## src/rtl/fetch_stage.sv

```systemverilog
// fetch_stage: instruction fetch stage of the 16-bit pipelined CPU.
// Holds the PC, drives the instruction memory word address and fills the
// IF/ID pipeline register. Arbitrates boot, redirect, structural conflict
// and hazard stall events.
// Optional feature macro: FETCH_DELAY_SLOT_EN (one architectural delay slot
// after a taken branch/jump). Undefined: redirects squash the fetch slot.
module fetch_stage #(
    parameter logic [15:0] RESET_PC  = 16'h0000,
    parameter logic [15:0] NOP_INSTR = 16'h0800
) (
    input  logic        CLK,
    input  logic        RST,
    input  logic        stall,
    input  logic        mem_conflict,
    input  logic        redirect,
    input  logic [15:0] redirect_pc,
    output logic [15:0] fetch_addr,
    input  logic [15:0] fetch_instr,
    output logic [15:0] id_instr,
    output logic [15:0] id_pc_plus1,
    output logic        id_valid
);

    typedef enum logic [1:0] {
        BOOT = 2'd0,
        RUN  = 2'd1,
        PEND = 2'd2
    } state_e;

    state_e      state, state_next;
    logic [15:0] pc, pc_next;
    logic [15:0] pc_plus1;
    logic [15:0] instr_next;
    logic [15:0] pc_plus1_next;
    logic        valid_next;

`ifdef FETCH_DELAY_SLOT_EN
    logic [15:0] target, target_next;
`endif

    // Address wraps modulo 2^16 without any flag.
    assign pc_plus1   = pc + 16'd1;
    assign fetch_addr = pc;

    // Next-state and next-register decode, priority: redirect, conflict, stall.
    always_comb begin
        // NOTE: every combinational output gets a default first, so no path
        // through the case/if tree can leave one unassigned and infer a latch.
        state_next    = state;
        pc_next       = pc;
        instr_next    = id_instr;
        pc_plus1_next = id_pc_plus1;
        valid_next    = id_valid;
`ifdef FETCH_DELAY_SLOT_EN
        target_next   = target;
`endif

        case (state)
            BOOT: begin
                // Memory output is not yet meaningful: insert a bubble.
                pc_next    = RESET_PC;
                instr_next = NOP_INSTR;
                valid_next = 1'b0;
                state_next = RUN;
            end

            RUN: begin
                if (redirect) begin
`ifdef FETCH_DELAY_SLOT_EN
                    if (mem_conflict) begin
                        // Delay slot not fetchable yet: park the target.
                        target_next = redirect_pc;
                        instr_next  = NOP_INSTR;
                        valid_next  = 1'b0;
                        state_next  = PEND;
                    end else begin
                        pc_next = redirect_pc;
                        if (!stall) begin
                            instr_next    = fetch_instr;
                            pc_plus1_next = pc_plus1;
                            valid_next    = 1'b1;
                        end
                    end
`else
                    // Squash whatever was fetched behind the branch.
                    pc_next    = redirect_pc;
                    instr_next = NOP_INSTR;
                    valid_next = 1'b0;
`endif
                end else if (mem_conflict) begin
                    // Fetch data is invalid; refetch the same PC next cycle.
                    if (!stall) begin
                        instr_next = NOP_INSTR;
                        valid_next = 1'b0;
                    end
                end else if (!stall) begin
                    pc_next       = pc_plus1;
                    instr_next    = fetch_instr;
                    pc_plus1_next = pc_plus1;
                    valid_next    = 1'b1;
                end
            end

`ifdef FETCH_DELAY_SLOT_EN
            PEND: begin
                // Further redirects are ignored until the delay slot issues.
                if (!mem_conflict && !stall) begin
                    instr_next    = fetch_instr;
                    pc_plus1_next = pc_plus1;
                    valid_next    = 1'b1;
                    pc_next       = target;
                    state_next    = RUN;
                end else if (!stall) begin
                    instr_next = NOP_INSTR;
                    valid_next = 1'b0;
                end
            end
`endif

            default: begin
                // Unreachable encodings recover into the normal flow.
                state_next = RUN;
            end
        endcase
    end

    // FSM state register.
    always_ff @(posedge CLK or negedge RST) begin
        // NOTE: sequential state uses non-blocking assignments so every
        // register samples the pre-edge values regardless of statement order.
        if (!RST) begin
            state <= BOOT;
        end else begin
            state <= state_next;
        end
    end

    // PC and IF/ID pipeline registers.
    always_ff @(posedge CLK or negedge RST) begin
        if (!RST) begin
            pc          <= RESET_PC;
            id_instr    <= NOP_INSTR;
            id_pc_plus1 <= 16'h0000;
            id_valid    <= 1'b0;
        end else begin
            pc          <= pc_next;
            id_instr    <= instr_next;
            id_pc_plus1 <= pc_plus1_next;
            id_valid    <= valid_next;
        end
    end

`ifdef FETCH_DELAY_SLOT_EN
    // Latched branch target while a redirect waits out a memory conflict.
    always_ff @(posedge CLK or negedge RST) begin
        if (!RST) begin
            target <= 16'h0000;
        end else begin
            target <= target_next;
        end
    end
`endif

endmodule
```

## config.mk

```make
export PLATFORM = sky130hd
export DESIGN_NAME = fetch_stage
export DESIGN_NICKNAME = d
export VERILOG_FILES = /design/src/rtl/fetch_stage.sv
export SDC_FILE = /design/constraint.sdc
export NUM_CORES = 1
export LEC_CHECK = 0
export CAP_MARGIN = 15
export CELL_PAD_IN_SITES_DETAIL_PLACEMENT = 1
export CELL_PAD_IN_SITES_GLOBAL_PLACEMENT = 1
export CORE_UTILIZATION = 33
export DETAILED_ROUTE_END_ITERATION = 16
export PLACE_DENSITY_LB_ADDON = 0.1
export SYNTH_ARGS = -nofsm -noshare
export SYNTH_HDL_FRONTEND = slang
export SYNTH_SLANG_ARGS = --single-unit
```

## constraint.sdc

```tcl
create_clock -name CLK -period 2.35 [get_ports CLK]
set_input_delay 0.705 -clock CLK [delete_from_list [all_inputs] [get_ports CLK]]
set_output_delay 0.705 -clock CLK [all_outputs]
set_load 0.02 [all_outputs]
```

==> out/metrics.cfg <==
[outcome]
status=finished, final reports clean

[clock_network]
clock-root-buffer=clkbuf_8
post_cts_buffers=0
insertion_delay_ns=0.31
htreeDepth=2
cts_tree=done
numCtsBuffers=5
cts.sinks=50
ctsResizeCount=0
clk_pin_slew_ns=0.09
cts_buffer_depth=2
holdBufCountCts=0

[logic_synthesis]
netlist_area_um2=2350
yosys_warnings=0
avgSynthCellArea_um2=9.99
synth_cells=235
yosysUniqueCellTypes=37
ys_seq_area_share_pct=53.4
yosys.area.top_type_share_pct=52.2
yosys.area.top_type=dfrtp_1
ys_seq_elements=50
ys_top_cells_by_area=dfrtp_1 52%, xnor2_1 7.1%, o21ai_0 6.2%, a22o_1 5.6%, nand2_1 5.0%
syn-num-nets=273

[global_route]
grt_pass1_wl_um=10900
antenna_found_initial=0
grt_pass1_vias=2066
grt_max_degree=34
grt_remaining_overflow=0
grt_use_total_pct=19.1

[floorplan]
die_w_um=86.3
die_h_um=86.3
coreArea_um2=6830
rows=30
die_area_um2=7450
ios=86
initial_core_util_pct=34.4

[sta]
setup-violations-final=0
worst_pin_slew_ns=0.643
holdWs_ns=0.364
skew_ns=0.00651
hold_violations=0
slew_headroom_pct=57.1
min_period_ns=2.30
slew_violations=0
fmax_mhz=436
rsz0062_at_grt=false
min_period_over_period_pct=97.7
fin_tns_setup_ns=0

[route]
first_pass_iters=4
totalWireLength_um=6680
drc_errors=0
dr_wl_met2_um=3050
met3_length_um=238
top_layer=met4
via_per_inst=4.89
wl_per_cell_um=15.9
drtAntennaViolNets=0
drt-met1-wl_um=3320
drt-initial-drc-count=79
via_count=2052

[job]
maxCapViolations=0

[cells_and_area]
drive_gt1_share_pct=7.72
utilization_pct=50.8
nets=361
final_cell_mix=84 x clkdlybuf4s50_1, 49 x dfrtp_1, 31 x nand2_1, 29 x o21ai_0, 19 x xnor2_1
syn2layout_area_growth_pct=48.0
n_antenna_cell=0
final_common_cell=clkdlybuf4s50_1

[setup_path]
endpoint_kind=output pin
crit_family=buffers and inverters
startpoint_type=flop
path_buf_inv=1
cp_max_fo=7
arrival_ns=1.59
worstPathCellList=clkdlybuf4s50_1
critPathMaxStageDelay_ns=0.69
slowest_stage=clkdlybuf4s50_1
worst_ep_required_time_ns=1.64
critPathKind=flop to output pin

[power]
ir_drop_mv=0.200
power_density_nw_per_um2=564
p_leak_uw=0.00140

[place]
gp_congestion=0.759
port_buffers=85
hpwl_um=4870

[hold_path]
hold_path.class=primary input to async pin

-- synthesized netlist by cell type --
library cell,number
xnor2_1,19
nor3b_2,1
a21oi_1,9
a211oi_1,2
a22o_1,15
nand4_4,1
dfrtp_1,49
or2_1,1
or3_1,1
ha_1,1
mux2i_1,1
or4_4,1
dfstp_2,1
nor3b_1,1
nand2b_1,1
nand2_1,31
nand4_1,2
and2_1,3
or4b_1,1
o21ai_0,29
nand3_1,5
o21ai_1,1
clkbuf_2,1
and3_1,1
nor3_1,11
a31oi_1,2
clkbuf_1,14
nor2_1,9
o2bb2ai_1,1
buf_2,1
xor2_1,4
o311a_1,1
inv_1,4
and4_1,3
nor4_1,5
conb_1,1
a311o_1,1
-- power by group --
group	internal (uW)	total (uW)	switching [uW]
Clock	237	530	293
Combinational	227	440	213
Sequential	926	988	62.3
-- metal layers --
layer | vias to the layer above | global-route usage [%]
met5 | - | 0
met4 | 0 | 5.91
met3 | 8 | 3.43
met2 | 49 | 27.8
met1 | 992 | 28.8
li1 | 1003 | -
-- flip-flops by register name, indices dropped and copies added (netlist names) --
name / flops
fetch_addr: 16
id_instr: 16
id_pc_plus1: 16
id_valid: 1
state: 1
-- layout make-up --
class	count	area [um^2]
clock buffer	6	82.6
clock inverter	2	12.5
fill	782	3360
inverter	4	15.0
multi-input combinational	165	1020
sequential	50	1250
tap	96	120
timing repair buffer	97	973
-- through the flow --
| step | setup slack (ns) | power (uW) | area, um^2 | instances |
|---|---|---|---|---|
| final | 0.0540 | 1960 | 3470 | 420 |
| after CTS | 0.0625 | 1990 | 3470 | 420 |
| after global placement | 0.0555 | 1440 | 3380 | 412 |
| after global routing | 0.00924 | 2060 | 3470 | 420 |
| after floorplan | 0.405 | 1180 | 2350 | 235 |
| after detailed placement | -0.00215 | 1450 | 3380 | 412 |
-- kinds of logic after synthesis --
family | Yosys count | share of synthesized area (%)
flops | 50 | 53.4
fa+ha+maj | 1 | 0.533
xor+xnor | 23 | 8.58
buf+inv | 20 | 3.30
other cells | 1 | 0.160
simple gates | 78 | 17.3
compound gates | 61 | 16.3
mux | 1 | 0.426
-- path summary, 6_finish.rpt --
check	startpoint	end	slack [ns]	cells past startpoint
worst max-delay path	fetch_addr[7]	fetch_addr[7]	0.05	1
worst min-delay path	RST	id_instr[7]	0.36	1
worst max register to register	fetch_addr[7]	fetch_addr[12]	0.38	4
worst min register to register	id_instr[11]	id_instr[11]	0.47	2
max in group asynchronous	RST	fetch_addr[6]	1.32	2
min in group CLK	id_instr[11]	id_instr[11]	0.47	2
Note: power is estimated with default switching activity, not from simulation.
